[src/rtl/q_max_reader_if.sv]
// Interface bundle for q_max_reader.
// It carries the request handshake, the Q-table read port and the result handshake.
// The slave modport is the reader's view.
// The master modport is the view of whoever drives requests, serves memory reads and takes results.
interface q_max_reader_if #(
  parameter int DATA_WIDTH  = 32,
  parameter int STATE_WIDTH = 4,
  parameter int ACT_WIDTH   = 2,
  parameter int ADDR_WIDTH  = 6
);
  logic                   req_valid;
  logic                   req_ready;
  logic [STATE_WIDTH-1:0] req_state;
  logic                   mem_rd_en;
  logic [ADDR_WIDTH-1:0]  mem_rd_addr;
  logic [DATA_WIDTH-1:0]  mem_rd_data;
  logic                   res_valid;
  logic                   res_ready;
  logic [DATA_WIDTH-1:0]  q_max;
  logic [ACT_WIDTH-1:0]   best_action;
  logic                   res_err;

  modport slave (
    input  req_valid, req_state, mem_rd_data, res_ready,
    output req_ready, mem_rd_en, mem_rd_addr, res_valid, q_max, best_action, res_err
  );

  modport master (
    output req_valid, req_state, mem_rd_data, res_ready,
    input  req_ready, mem_rd_en, mem_rd_addr, res_valid, q_max, best_action, res_err
  );
endinterface

[src/rtl/q_max_reader.sv]
// q_max_reader: scans one state's Q-value row and returns its signed maximum and argmax.
// A request is accepted in IDLE.
// SCAN issues one read per action.
// LAST folds in the final read word.
// DONE holds the result until the consumer takes it.
// Ties keep the lowest action index, because a later action replaces the running max
// only when its value is strictly larger.
module q_max_reader #(
  parameter int DATA_WIDTH  = 32,
  parameter int NUM_ACTIONS = 4,
  parameter int NUM_STATES  = 16,
  parameter int STATE_WIDTH = $clog2(NUM_STATES),
  parameter int ACT_WIDTH   = $clog2(NUM_ACTIONS),
  parameter int ADDR_WIDTH  = $clog2(NUM_STATES*NUM_ACTIONS)
) (
  input  logic           clk,
  input  logic           rst,
  q_max_reader_if.slave  bus
);

  typedef enum logic [1:0] {IDLE, SCAN, LAST, DONE} state_t;

  localparam logic [ACT_WIDTH-1:0]   LAST_ACT    = ACT_WIDTH'(NUM_ACTIONS - 1);
  localparam logic [STATE_WIDTH:0]   STATE_LIMIT = (STATE_WIDTH+1)'(NUM_STATES);

  state_t                  state_reg;
  logic                    req_ready_reg;
  logic                    mem_rd_en_reg;
  logic [ADDR_WIDTH-1:0]   mem_rd_addr_reg;
  logic                    res_valid_reg;
  logic [DATA_WIDTH-1:0]   q_max_reg;
  logic [ACT_WIDTH-1:0]    best_action_reg;
  logic                    res_err_reg;

  // Action index of the read issued this cycle.
  logic [ACT_WIDTH-1:0]    issue_act_reg;

  // A read was issued last cycle, so mem_rd_data is valid now.
  // pend_act_reg holds that read's action index.
  logic                    pend_reg;
  logic [ACT_WIDTH-1:0]    pend_act_reg;

  // Running maximum and argmax over the words received so far.
  logic [DATA_WIDTH-1:0]   run_max_reg;
  logic [ACT_WIDTH-1:0]    run_act_reg;

  logic                    state_oor;
  logic [ADDR_WIDTH-1:0]   row_base;
  logic                    take;
  logic [DATA_WIDTH-1:0]   max_next;
  logic [ACT_WIDTH-1:0]    act_next;

  // Range check and row base address of the incoming request.
  // Also the compare step of the data word returning this cycle.
  always_comb begin
    state_oor = ({1'b0, bus.req_state} >= STATE_LIMIT);
    row_base  = ADDR_WIDTH'(bus.req_state) * ADDR_WIDTH'(NUM_ACTIONS);
    take      = pend_reg &&
                ((pend_act_reg == '0) ||
                 ($signed(bus.mem_rd_data) > $signed(run_max_reg)));
    max_next  = take ? bus.mem_rd_data : run_max_reg;
    act_next  = take ? pend_act_reg    : run_act_reg;
  end

  // Control FSM with registered outputs, plus the compare pipeline.
  always_ff @(posedge clk or posedge rst) begin
    if (rst) begin
      state_reg       <= IDLE;
      req_ready_reg   <= 1'b1;
      mem_rd_en_reg   <= 1'b0;
      mem_rd_addr_reg <= '0;
      res_valid_reg   <= 1'b0;
      q_max_reg       <= '0;
      best_action_reg <= '0;
      res_err_reg     <= 1'b0;
      issue_act_reg   <= '0;
      pend_reg        <= 1'b0;
      pend_act_reg    <= '0;
      run_max_reg     <= '0;
      run_act_reg     <= '0;
    end else begin
      // Each read's data arrives one cycle after the read is issued.
      pend_reg     <= mem_rd_en_reg;
      pend_act_reg <= issue_act_reg;
      if (pend_reg) begin
        run_max_reg <= max_next;
        run_act_reg <= act_next;
      end

      case (state_reg)
        IDLE: begin
          if (bus.req_valid) begin
            req_ready_reg <= 1'b0;
            if (state_oor) begin
              // Out-of-range state: report an error result without touching memory.
              res_err_reg     <= 1'b1;
              q_max_reg       <= '0;
              best_action_reg <= '0;
              res_valid_reg   <= 1'b1;
              state_reg       <= DONE;
            end else begin
              res_err_reg     <= 1'b0;
              mem_rd_en_reg   <= 1'b1;
              mem_rd_addr_reg <= row_base;
              issue_act_reg   <= '0;
              state_reg       <= SCAN;
            end
          end
        end
        SCAN: begin
          if (issue_act_reg == LAST_ACT) begin
            mem_rd_en_reg <= 1'b0;
            state_reg     <= LAST;
          end else begin
            issue_act_reg   <= issue_act_reg + 1'b1;
            mem_rd_addr_reg <= mem_rd_addr_reg + 1'b1;
          end
        end
        LAST: begin
          // The final word is on mem_rd_data now, so take the result from the combinational step.
          q_max_reg       <= max_next;
          best_action_reg <= act_next;
          res_valid_reg   <= 1'b1;
          state_reg       <= DONE;
        end
        DONE: begin
          if (bus.res_ready) begin
            res_valid_reg <= 1'b0;
            req_ready_reg <= 1'b1;
            state_reg     <= IDLE;
          end
        end
        default: begin
          state_reg <= IDLE;
        end
      endcase
    end
  end

  assign bus.req_ready   = req_ready_reg;
  assign bus.mem_rd_en   = mem_rd_en_reg;
  assign bus.mem_rd_addr = mem_rd_addr_reg;
  assign bus.res_valid   = res_valid_reg;
  assign bus.q_max       = q_max_reg;
  assign bus.best_action = best_action_reg;
  assign bus.res_err     = res_err_reg;

endmodule

[src/flat_wrapper.sv]
// flat-port wrapper written by rule: the top's interface ports become plain ports
module q_max_reader_flat 
#(
  parameter int DATA_WIDTH  = 32,
  parameter int NUM_ACTIONS = 4,
  parameter int NUM_STATES  = 16,
  parameter int STATE_WIDTH = $clog2(NUM_STATES),
  parameter int ACT_WIDTH   = $clog2(NUM_ACTIONS),
  parameter int ADDR_WIDTH  = $clog2(NUM_STATES*NUM_ACTIONS)
)
  (clk, rst, bus_req_valid, bus_req_state, bus_mem_rd_data, bus_res_ready, bus_req_ready, bus_mem_rd_en, bus_mem_rd_addr, bus_res_valid, bus_q_max, bus_best_action, bus_res_err);
  q_max_reader_if #(.DATA_WIDTH(DATA_WIDTH), .STATE_WIDTH(STATE_WIDTH), .ACT_WIDTH(ACT_WIDTH), .ADDR_WIDTH(ADDR_WIDTH)) bus_i ();
  input  logic clk;
  input  logic rst;
  input wire logic [$bits(bus_i.req_valid)-1:0] bus_req_valid;
  input wire logic [$bits(bus_i.req_state)-1:0] bus_req_state;
  input wire logic [$bits(bus_i.mem_rd_data)-1:0] bus_mem_rd_data;
  input wire logic [$bits(bus_i.res_ready)-1:0] bus_res_ready;
  output wire logic [$bits(bus_i.req_ready)-1:0] bus_req_ready;
  output wire logic [$bits(bus_i.mem_rd_en)-1:0] bus_mem_rd_en;
  output wire logic [$bits(bus_i.mem_rd_addr)-1:0] bus_mem_rd_addr;
  output wire logic [$bits(bus_i.res_valid)-1:0] bus_res_valid;
  output wire logic [$bits(bus_i.q_max)-1:0] bus_q_max;
  output wire logic [$bits(bus_i.best_action)-1:0] bus_best_action;
  output wire logic [$bits(bus_i.res_err)-1:0] bus_res_err;
  assign bus_i.req_valid = bus_req_valid;
  assign bus_i.req_state = bus_req_state;
  assign bus_i.mem_rd_data = bus_mem_rd_data;
  assign bus_i.res_ready = bus_res_ready;
  assign bus_req_ready = bus_i.req_ready;
  assign bus_mem_rd_en = bus_i.mem_rd_en;
  assign bus_mem_rd_addr = bus_i.mem_rd_addr;
  assign bus_res_valid = bus_i.res_valid;
  assign bus_q_max = bus_i.q_max;
  assign bus_best_action = bus_i.best_action;
  assign bus_res_err = bus_i.res_err;
  q_max_reader #(.DATA_WIDTH(DATA_WIDTH), .NUM_ACTIONS(NUM_ACTIONS), .NUM_STATES(NUM_STATES), .STATE_WIDTH(STATE_WIDTH), .ACT_WIDTH(ACT_WIDTH), .ADDR_WIDTH(ADDR_WIDTH)) u_core (.clk(clk), .rst(rst), .bus(bus_i));
endmodule
[config.mk]
export PLATFORM = sky130hd
export DESIGN_NAME = q_max_reader_flat
export DESIGN_NICKNAME = d
export VERILOG_FILES = /design/src/rtl/q_max_reader_if.sv /design/src/rtl/q_max_reader.sv /design/src/flat_wrapper.sv
export SDC_FILE = /design/constraint.sdc
export NUM_CORES = 1
export LEC_CHECK = 0
export ABC_AREA = 1
export ABC_CLOCK_PERIOD_IN_PS = 2300
export CELL_PAD_IN_SITES_DETAIL_PLACEMENT = 0
export CELL_PAD_IN_SITES_GLOBAL_PLACEMENT = 2
export CORE_MARGIN = 1
export CORE_UTILIZATION = 29
export CTS_CLUSTER_DIAMETER = 120
export DETAILED_ROUTE_END_ITERATION = 10
export PLACE_DENSITY_LB_ADDON = 0.05
export SLEW_MARGIN = 20
export SYNTH_ARGS = -nofsm -noshare
export SYNTH_HDL_FRONTEND = slang
export SYNTH_SLANG_ARGS = --single-unit
export TNS_END_PERCENT = 20
[constraint.sdc]
create_clock -name clk -period 2.3 [get_ports clk]
set_input_delay 0.23 -clock clk [delete_from_list [all_inputs] [get_ports clk]]
set_output_delay 0.23 -clock clk [all_outputs]
set_load 0.01 [all_outputs]
# --- Word-level counts from Yosys, hierarchy flattened ---
# Cells that the tools add are included.
word_totals:
  reg_bits: 84
  output_inout_bits: 44
  elab_cells: 55
op_classes:
  n_addsub: 2
  order_cmp: 1
  n_eq_ne: 8
  n_mux: 20
  n_reduce_logical: 12
op_table:
  columns: ["cell", "n"]
  rows:
  - ["$gt 32x32->1", 1]
  - ["$mux 32", 1]
  - ["$mux 2", 6]
  - ["$mux 6", 2]
  - ["$pmux 6 s2", 1]
  - ["$reduce_and 3->1", 4]
  - ["$pmux 2 s4", 1]
  - ["$add 6x1->6 const B", 1]
  - ["$eq 2x2->1 const B", 3]
  - ["$ne 2x2->1 const B", 3]
  - ["$pmux 1 s2", 3]
  - ["$reduce_bool 2->1", 3]
  - ["$mux 1", 5]
  - ["$logic_not 2->1", 2]
  - ["$pmux 2 s2", 1]
  - ["$add 2x1->2 const B", 1]
  - ["$eq 2x1->1 const B", 1]
  - ["$ne 2x1->1 const B", 1]
  - ["$reduce_and 2->1", 1]
  - ["$logic_and 1x1->1", 1]
  - ["$logic_or 1x1->1", 1]

# --- Longest topological paths before layout ---
# Gate-level depths: netlist of run 1.
depth:
  depth_word: 4
  ltp_mapped: 22
  depth_no_buf: 21

# --- Least setup slack after synthesis of run 1 ---
# Ideal clock, no wire load.
synth_path:
  kind: "register -> register"
  from: "reg u_core.run_max_reg[31]"
  to: "reg u_core.run_act_reg[1]"
  setup_time_ps: 119
  arrival_time_ps: 1918
  t_required_ps: 2181
  setup_slack_ps: 263
  stages_incl_launch_ff: 16
  path_buffers: 1
  synth_period_minus_slack_ps: 2037
  cell_sequence: "dfrtp_1 > inv_1 > ha_1 > a21oi_1 > o21a_2 > nand2_1 > a21oi_4 > nand2_1 > nand2_1 > nand2_1 > nand2_2 > nand2_8 > nand2_8 > buf_12 > nand2_4 > and2_1"
synth_via:
  elab_chain_cells: 4
synth_lines:
  columns: ["element", "line", "text"]
  rows:
  - ["start: declaration", "q_max_reader.sv:44", "logic [DATA_WIDTH-1:0] run_max_reg;"]
  - ["start signal: assignment", "q_max_reader.sv:86", "run_max_reg <= max_next;"]
  - ["$gt 32x32->1", "q_max_reader.sv:60", "($signed(bus.mem_rd_data) > $signed(run_max_reg)));"]
  - ["$logic_or 1x1->1", "q_max_reader.sv:59", "((pend_act_reg == '0) ||"]
  - ["$logic_and 1x1->1", "q_max_reader.sv:58", "take = pend_reg &&"]
  - ["$mux 2", "q_max_reader.sv:62", "act_next = take ? pend_act_reg : run_act_reg;"]
  - ["end signal: assignment", "q_max_reader.sv:87", "run_act_reg <= act_next;"]
  - ["end: declaration", "q_max_reader.sv:45", "logic [ACT_WIDTH-1:0] run_act_reg;"]
# Every way passes these cells.
# A chain may end at the register's enable or synchronous reset.

# --- Worst setup path in the final report of run 1 ---
layout_path:
  from: "in bus_mem_rd_data[11]"
  to: "reg u_core.run_max_reg[12]"
layout_via:
  elab_chain_cells: 4
layout_lines:
  columns: ["element", "line", "text"]
  rows:
  - ["start: declaration", "flat_wrapper.sv:17", "input wire logic [$bits(bus_i.mem_rd_data)-1:0] bus_mem_rd_data;"]
  - ["$gt 32x32->1", "q_max_reader.sv:60", null]
  - ["$logic_or 1x1->1", "q_max_reader.sv:59", null]
  - ["$logic_and 1x1->1", "q_max_reader.sv:58", null]
  - ["$mux 32", "q_max_reader.sv:61", "max_next = take ? bus.mem_rd_data : run_max_reg;"]
# Every way passes these cells.

==> impl_metrics.sql, run 1 <==
INSERT INTO impl_metrics (metric_group, metric, value, unit) VALUES
('detailed_routing', 'detailedRoute.firstIterationViolations', '106', ''),
('synthesis', 'synth.top_cells.by_area', 'sky130_fd_sc_hd__dfrtp_1 42%, sky130_fd_sc_hd__ha_1 9.6%, sky130_fd_sc_hd__nand2_1 9.5%, sky130_fd_sc_hd__nand3_1 7.5%, sky130_fd_sc_hd__nand2_4 6.8%', ''),
('placed_design', 'globalplace.congestion', '0.718', ''),
('run_status', 'outcome', 'complete, no violations', ''),
('critical_path', 'crit_type', 'primary input to flip-flop', ''),
('finish', 'insertedDiodeCount', '0', ''),
('critical_path', 'critical_path_peak_fanout', '6', ''),
('synthesis', 'synth_largest_type_area_fraction', '0.420', ''),
('synthesis', 'postSynthAreaPerCell', '8.81', 'µm²'),
('clocking', 'clk_pin_slew_worst_paths', '60', 'ps'),
('clocking', 'clk_latency', '340', 'ps'),
('floorplan', 'num_rows', '47', ''),
('synthesis', 'synthArstFlopShare', '1.00', ''),
('placed_design', 'preCtsSetupSlack', '-359', 'ps'),
('hold_path', 'holdPathStages', '5', ''),
('critical_path', 'setup.reg_to_reg.worst_slack', '40', 'ps'),
('clocking', 'cts-root-buf', 'sky130_fd_sc_hd__clkbuf_16', ''),
('grt', 'antenna_found_initial', '0', ''),
('grt', 'grt.total_usage', '0.150', ''),
('floorplan', 'floorplan.initialDensity', '0.298', ''),
('clocking', 'numCtsBuffers', '9', ''),
('synthesis', 'synth_fp_nets', '639', ''),
('critical_path', 'regToRegStartpoint', 'u_core.run_max_reg[22]', ''),
('synthesis', 'synth-main-ff-cell', 'sky130_fd_sc_hd__dfrtp_1', ''),
('detailed_routing', 'drt.antenna.violating_nets', '0', ''),
('timing', 'rsz0062_at_grt', 'yes', ''),
('timing', 'clock.fmax', '441', 'MHz'),
('finish', 'post_route_cells_drive_above_1_share', '0.266', ''),
('synthesis', 'synth_top_cells_by_count', '125 x sky130_fd_sc_hd__nand2_1, 85 x sky130_fd_sc_hd__inv_1, 83 x sky130_fd_sc_hd__dfrtp_1', ''),
('timing', 'layout_worst_path_cycle_share', '0.987', ''),
('timing', 'report.final.slew_viol_count', '0', ''),
('timing', 'timing.final.setup_violations', '0', ''),
('flow_run', 'max-cap-violations', '0', ''),
('detailed_routing', 'via_per_inst', '4.34', ''),
('synthesis', 'post_synth_inst_count', '561', ''),
('critical_path', 'crit_path_start_kind', 'primary input', ''),
('grt', 'grt_max_degree', '85', ''),
('hold_path', 'hold_start', 'bus_mem_rd_data[19]', ''),
('synthesis', 'synth.ff_latch_count', '84', ''),
('placed_design', 'post_dp_cell_area', '6200', 'µm²'),
('finish', 'final_design_area_no_fill', '7000', 'µm²'),
('grt', 'globalRouteOverflowTotal', '0', ''),
('timing', 'timing.clock.skew', '7.04', 'ps'),
('clocking', 'htree_levels', '3', ''),
('detailed_routing', 'vias', '3944', ''),
('detailed_routing', 'detailedRoute.firstPassIterationCount', '4', ''),
('grt', 'grt_first_pass_wirelength', '20600', 'µm'),
('critical_path', 'worst_ep_required_time', '2530', 'ps'),
('detailed_routing', 'drc_errors', '0', ''),
('floorplan', 'core-area', '16600', 'µm²'),
('pwr', 'ir_worst_vdd', '0.000625', 'V'),
('clocking', 'cts_hold_fix_bufs', '0', ''),
('timing', 'finalWorstSetupSlack', '30.8', 'ps'),
('finish', 'fillerInstances', '1673', ''),
('clocking', 'cts_buffer_depth', '2', ''),
('finish', 'syn_to_final_growth', '41.7', '%'),
('placed_design', 'port-buffer-count', '82', ''),
('placed_design', 'dp.final_hpwl', '8130', 'µm'),
('critical_path', 'setup.worst_path.end_class', 'flip-flop', ''),
('synthesis', 'synthDominantAreaCellType', 'sky130_fd_sc_hd__dfrtp_1', ''),
('floorplan', 'design.die.area', '17600', 'µm²'),
('hold_path', 'worst_min_delay_path_endpoint', 'u_core.bus.q_max[19]', ''),
('timing', 'worstMarginPinSlew', '747', 'ps'),
('synthesis', 'number_of_enable_type_register_cells_in_the_synthesized_netlist', '0', ''),
('timing', 'finalHoldViolations', '0', ''),
('clocking', 'cts_tree', 'done', ''),
('grt', 'via_count_of_the_first_global_routing_pass', '4106', ''),
('critical_path', 'worst-endpoint-arrival', '2500', 'ps'),
('timing', 'period_minus_slack', '2270', 'ps'),
('synthesis', 'synth_area', '4940', 'µm²'),
('pwr', 'power.static_leakage', '0.00357', 'µW');
[layer usage]
layer  share of wire  GRT usage  vias to the layer above
met5               0          0                        -
met4          0.0083     0.0326                        0
met3           0.046     0.0448                        8
met2            0.49      0.260                       66
met1            0.46      0.182                     1867
li1                -          -                     2003
[cell usage in the layout, fill, tap and decap left out, types with 3 or more instances in the layout]
master and n:
sky130_fd_sc_hd__buf_4 32, sky130_fd_sc_hd__ha_1 26, sky130_fd_sc_hd__nand3_1 68, sky130_fd_sc_hd__and2_4 21
sky130_fd_sc_hd__a21oi_1 11, sky130_fd_sc_hd__inv_2 18, sky130_fd_sc_hd__buf_6 3, sky130_fd_sc_hd__nor2_2 6
sky130_fd_sc_hd__and2_1 13, sky130_fd_sc_hd__clkbuf_16 9, sky130_fd_sc_hd__nand3_2 7, sky130_fd_sc_hd__o21ai_0 11
sky130_fd_sc_hd__buf_12 12, sky130_fd_sc_hd__dfrtp_1 83, sky130_fd_sc_hd__clkdlybuf4s50_1 80, sky130_fd_sc_hd__bufinv_16 3
sky130_fd_sc_hd__a21oi_2 7, sky130_fd_sc_hd__ha_4 12, sky130_fd_sc_hd__nand2_2 8, sky130_fd_sc_hd__nand2_4 32
sky130_fd_sc_hd__inv_1 68, sky130_fd_sc_hd__nand2_1 116, sky130_fd_sc_hd__nor2_1 11
[per-stage QoR]
step           std cells  hold WS, ps  utilization  TNS, ps
3_5_place_dp         880          399        0.374   -21260
5_1_grt              908          373        0.422    -8060
2_1_floorplan        561          320            -        0
3_3_place_gp         880          397        0.374   -20770
6_report             908          359        0.422        0
4_1_cts              903          403        0.404        0
[worst max-delay path by stage]
stage	start	endpoint	slack [ps]	cells after the start
final	bus_mem_rd_data[11]	u_core.run_max_reg[12]	30	17
after global routing	u_core.run_max_reg[9]	u_core.run_max_reg[12]	-150	19
after CTS	u_core.run_max_reg[5]	u_core.run_max_reg[12]	5	19
after detailed placement	bus_mem_rd_data[13]	u_core.run_max_reg[19]	-360	16
after global placement	bus_mem_rd_data[11]	u_core.run_max_reg[18]	-340	16
after floorplan	u_core.run_max_reg[31]	u_core.run_act_reg[1]	260	15
[final cells by class]
class / instances / area, µm² / area share
multi-input combinational: 369 / 2590 / 0.370
sequential: 84 / 2100 / 0.300
tap: 220 / 275 / 0.0393
timing repair buffer: 130 / 1360 / 0.195
inverter: 89 / 338 / 0.0482
clock buffer: 11 / 233 / 0.0332
clock inverter: 5 / 100 / 0.0143
[report_power, final]
group / total [µW] / internal (µW) / switching (µW)
clock network: 1680 / 1060 / 622
registers: 2660 / 2240 / 418
logic: 6820 / 3460 / 3360
[logic make-up (layout without fill, tap and decap cells)]
family / Yosys count / in the layout / share of synthesized area
buffers and inverters: 108 / 235 / 0.113
other: 1 / 1 / 0.000759
flip-flops: 84 / 84 / 0.426
adder cells (fa/ha/maj): 38 / 38 / 0.0962
AO/OA/AOI/OAI: 40 / 40 / 0.0473
AND/OR/NAND/NOR: 287 / 287 / 0.310
XOR/XNOR: 1 / 1 / 0.00177
multiplexers: 2 / 2 / 0.00456
[timing repair]
item                       CTS  global route
gates resized for setup     20            67
cloned                       1             0
setup endpoints to repair   66            68
setup buffers                6             5
pin swaps                    6            29
[worst max-delay path: stages]
cell	delay, ps
sky130_fd_sc_hd__clkdlybuf4s50_1	570
sky130_fd_sc_hd__ha_4	240
sky130_fd_sc_hd__a21oi_2	130
sky130_fd_sc_hd__nand2_1	80
sky130_fd_sc_hd__a21oi_2	170
sky130_fd_sc_hd__nand2_1	90
sky130_fd_sc_hd__nand2_1	80
sky130_fd_sc_hd__nand2_1	50
sky130_fd_sc_hd__nand2_1	60
sky130_fd_sc_hd__nand2_1	60
sky130_fd_sc_hd__nand2_2	100
sky130_fd_sc_hd__nand2_8	80
sky130_fd_sc_hd__nand2_8	100
sky130_fd_sc_hd__buf_12	130
sky130_fd_sc_hd__buf_12	130
sky130_fd_sc_hd__nand2_4	50
sky130_fd_sc_hd__and2_1	130
Note: power is estimated with default switching activity, not from simulation.
==> run 2, diff against run 1 <==
--- a/config.mk
+++ b/config.mk
@@ -10,11 +10,11 @@
 export CELL_PAD_IN_SITES_DETAIL_PLACEMENT = 0
 export CELL_PAD_IN_SITES_GLOBAL_PLACEMENT = 2
 export CORE_MARGIN = 1
-export CORE_UTILIZATION = 29
+export CORE_UTILIZATION = 30
+export CTS_BUF_LIST = sky130_fd_sc_hd__clkbuf_4 sky130_fd_sc_hd__clkbuf_8
 export CTS_CLUSTER_DIAMETER = 120
 export DETAILED_ROUTE_END_ITERATION = 10
 export PLACE_DENSITY_LB_ADDON = 0.05
-export SLEW_MARGIN = 20
 export SYNTH_ARGS = -nofsm -noshare
 export SYNTH_HDL_FRONTEND = slang
 export SYNTH_SLANG_ARGS = --single-unit
==> impl_metrics.sql, run 2 (synthesis gave the netlist of run 1 again) <==
INSERT INTO impl_metrics (metric_group, metric, value, unit) VALUES
('placed_design', 'dp.final_hpwl', '8080', 'µm'),
('critical_path', 'cp.buffers_inverters', '2', ''),
('critical_path', 'setup.reg_to_reg.worst_slack', '40', 'ps'),
('clocking', 'numCtsBuffers', '9', ''),
('placed_design', 'dp.cells', '875', ''),
('pwr', 'power_per_cell_area', '1520', 'nW/µm²'),
('pwr', 'sw_frac_of_total', '0.423', ''),
('pwr', 'flop_pwr_share', '0.259', ''),
('critical_path', 'crit_type', 'flip-flop to flip-flop', ''),
('finish', 'fillerInstances', '1680', ''),
('grt', 'via_count_of_the_first_global_routing_pass', '3977', ''),
('timing', 'worstMarginPinSlew', '696', 'ps'),
('finish', 'post_route_cells_drive_above_1_share', '0.268', ''),
('timing', 'layout_worst_path_cycle_share', '0.980', ''),
('timing', 'finalHoldViolations', '0', ''),
('floorplan', 'floorplan.initialDensity', '0.309', ''),
('finish', 'fin_cells', '898', ''),
('clocking', 'clk_pin_slew_worst_paths', '90', 'ps'),
('detailed_routing', 'via_per_inst', '4.31', ''),
('pwr', 'power', '10200', 'µW'),
('clocking', 'cts_tree', 'done', ''),
('critical_path', 'worst_path_most_repeated_cell', 'sky130_fd_sc_hd__nand2_2', ''),
('pwr', 'clkPwrFrac', '0.100', ''),
('timing', 'timing.clock.skew', '10.7', 'ps'),
('grt', 'globalRouteOverflowTotal', '0', ''),
('detailed_routing', 'drc_errors', '0', ''),
('detailed_routing', 'wirelength', '12300', 'µm'),
('clocking', 'cts_hold_fix_bufs', '0', ''),
('pwr', 'power.combinational.fraction', '0.641', ''),
('critical_path', 'slowest_stage', 'sky130_fd_sc_hd__dfrtp_1', ''),
('critical_path', 'setup.worst_path.end_class', 'flip-flop', ''),
('run_status', 'outcome', 'complete, no violations', ''),
('critical_path', 'reg2regPathDepth', '16', ''),
('finish', 'final_common_cell', 'sky130_fd_sc_hd__nand2_1', ''),
('critical_path', 'critical_path_peak_fanout', '8', ''),
('finish', 'fin_nets', '755', ''),
('critical_path', 'critPathTopFamily', 'simple AND/OR/NAND/NOR gates', ''),
('clocking', 'cts.sinks', '84', ''),
('pwr', 'netSwitchingPower', '4300', 'µW'),
('grt', 'antenna_found_initial', '0', ''),
('placed_design', 'post_dp_cell_area', '6150', 'µm²'),
('floorplan', 'pin_count', '84', ''),
('critical_path', 'critPathMaxStageDelay', '380', 'ps'),
('clocking', 'clk_latency', '370', 'ps'),
('timing', 'report.final.slew_viol_count', '0', ''),
('grt', 'grt.total_usage', '0.155', ''),
('placed_design', 'globalplace.congestion', '0.761', ''),
('pwr', 'power.static_leakage', '0.00343', 'µW'),
('critical_path', 'worst-endpoint-arrival', '2520', 'ps'),
('detailed_routing', 'detailedRoute.firstIterationViolations', '121', ''),
('timing', 'clock.fmax', '443', 'MHz'),
('critical_path', 'cp_cell_sequence', 'inv_2, ha_4, a21oi_2, nor2_1, nor2_2, nand3_2, a21oi_4, nand2_2, nand2_1, nand2_1, nand2_2, nand2_8, nand2_8, buf_12, nand2_2, and2_1', ''),
('flow_run', 'max-cap-violations', '0', ''),
('detailed_routing', 'drt.antenna.violating_nets', '0', ''),
('finish', 'final_design_area_no_fill', '6710', 'µm²'),
('detailed_routing', 'wl_per_cell', '13.7', 'µm'),
('clocking', 'cts_buffer_depth', '2', ''),
('finish', 'syn_to_final_growth', '35.8', '%'),
('floorplan', 'fp.dieW', '130', 'µm'),
('clocking', 'cts-root-buf', 'sky130_fd_sc_hd__clkbuf_8', ''),
('placed_design', 'port-buffer-count', '82', ''),
('timing', 'period_minus_slack', '2260', 'ps'),
('timing', 'timing.max_slew.rel_slack', '0.536', ''),
('detailed_routing', 'vias', '3872', ''),
('clocking', 'htree_levels', '3', ''),
('floorplan', 'design.die.area', '17000', 'µm²'),
('critical_path', 'worst_ep_required_time', '2570', 'ps'),
('finish', 'final_cell_mix', '111 x sky130_fd_sc_hd__nand2_1, 83 x sky130_fd_sc_hd__dfrtp_1, 82 x sky130_fd_sc_hd__clkdlybuf4s50_1', ''),
('floorplan', 'die_span_in_y', '130', 'µm'),
('critical_path', 'regToRegStartpoint', 'u_core.run_max_reg[21]', ''),
('critical_path', 'crit_path_start_kind', 'flip-flop', ''),
('floorplan', 'core-area', '16000', 'µm²'),
('timing', 'timing.final.setup_violations', '0', ''),
('hold_path', 'timing.hold.worst.class', 'primary input to async pin', ''),
('floorplan', 'num_rows', '46', ''),
('pwr', 'power.internal', '5880', 'µW'),
('detailed_routing', 'detailedRoute.firstPassIterationCount', '4', ''),
('critical_path', 'worst_r2r_endpoint', 'u_core.run_max_reg[18]', ''),
('grt', 'grt_max_degree', '85', ''),
('finish', 'insertedDiodeCount', '0', ''),
('timing', 'rsz0062_at_grt', 'yes', ''),
('grt', 'grt_first_pass_wirelength', '19900', 'µm'),
('pwr', 'ir_worst_vdd', '0.000704', 'V');
==> run 2: cell types whose count changed in the layout (fill, tap and decap cells not counted), sizes merged <==
cell | previous run | this run
clkdlybuf4s50 | 80 | 82
dlygate4sd2 | 1 | 0
dlymetal6s2s | 1 | 0
clkinvlp | 1 | 3
buf | 48 | 42
bufinv | 3 | 0
clkbuf | 11 | 12
==> run 2: area by class of cell <==
class	count	area, µm²	area share
clock buffers	12	153	0.0227
clock inverters	4	25.0	0.00373
inverters	89	338	0.0503
multi-input cells	369	2580	0.385
flip-flops and latches	84	2100	0.313
well taps	216	270	0.0403
repair buffers	124	1240	0.185
==> run 2: how the worst max path moves through the flow <==
stage	slack, ps	to	start	depth (start not counted)
finish	40	u_core.run_max_reg[18]	u_core.run_max_reg[21]	16
detailed placement	-310	u_core.run_max_reg[30]	bus_mem_rd_data[13]	16
CTS	20	u_core.run_max_reg[18]	u_core.run_max_reg[17]	18
floorplan	260	u_core.run_act_reg[1]	u_core.run_max_reg[31]	15
global route	-100	u_core.bus.q_max[17]	u_core.run_max_reg[21]	16
global placement	-280	u_core.bus.q_max[29]	bus_mem_rd_data[31]	16
==> run 2: timing repair <==
item | CTS | global route
cloned | 1 | 0
setup endpoints to repair | 51 | 68
pin swaps | 3 | 24
resized for setup | 5 | 84
buffers inserted | 0 | 6
==> run 2: routing by layer <==
metal / GRT usage / vias up / routed length (µm)
li1: - / 1988 / -
met1: 0.194 / 1802 / 5890
met2: 0.260 / 64 / 5710
met3: 0.0299 / 18 / 457
met4: 0.0656 / 0 / 226
met5: 0 / - / 0
==> run 2: power groups by stage <==
| stage | registers [µW] | clock network (µW) | logic (µW) |
|---|---|---|---|
| after global routing | 2730 | 1120 | 7270 |
| after floorplan | 2730 | 0 | 3640 |
| final | 2640 | 1020 | 6530 |
| after CTS | 2630 | 1070 | 5900 |
| after detailed placement | 2650 | 0 | 5730 |
| after global placement | 2640 | 0 | 5680 |
==> run 2: per-stage QoR <==
stage / util / hold WS, ps / setup slack [ps] / TNS, ps
6_report: 0.419 / 340 / 44.9 / 0
5_1_grt: 0.419 / 392 / -105 / -4860
4_1_cts: 0.397 / 350 / 16.3 / 0
3_5_place_dp: 0.384 / 400 / -311 / -18850
3_3_place_gp: 0.384 / 396 / -284 / -17260
2_1_floorplan: - / 320 / 263 / 0
==> run 2: worst reg2reg max path: cells and delay by family (launching register included) <==
kind | cells | cell delay (ps)
flip-flops | 1 | 380
buffers and inverters | 2 | 260
adder cells (fa/ha/maj) | 1 | 200
AND/OR/NAND/NOR | 11 | 980
AO/OA/AOI/OAI | 2 | 330
==> run 3, diff against run 2 <==
--- a/config.mk
+++ b/config.mk
@@ -14,6 +14,7 @@
 export CTS_BUF_LIST = sky130_fd_sc_hd__clkbuf_4 sky130_fd_sc_hd__clkbuf_8
 export CTS_CLUSTER_DIAMETER = 120
 export DETAILED_ROUTE_END_ITERATION = 10
+export GPL_ROUTABILITY_DRIVEN = 0
 export PLACE_DENSITY_LB_ADDON = 0.05
 export SYNTH_ARGS = -nofsm -noshare
 export SYNTH_HDL_FRONTEND = slang
==> results of run 3 <==
Final layout, timing and power as in run 2 (identical DEF).
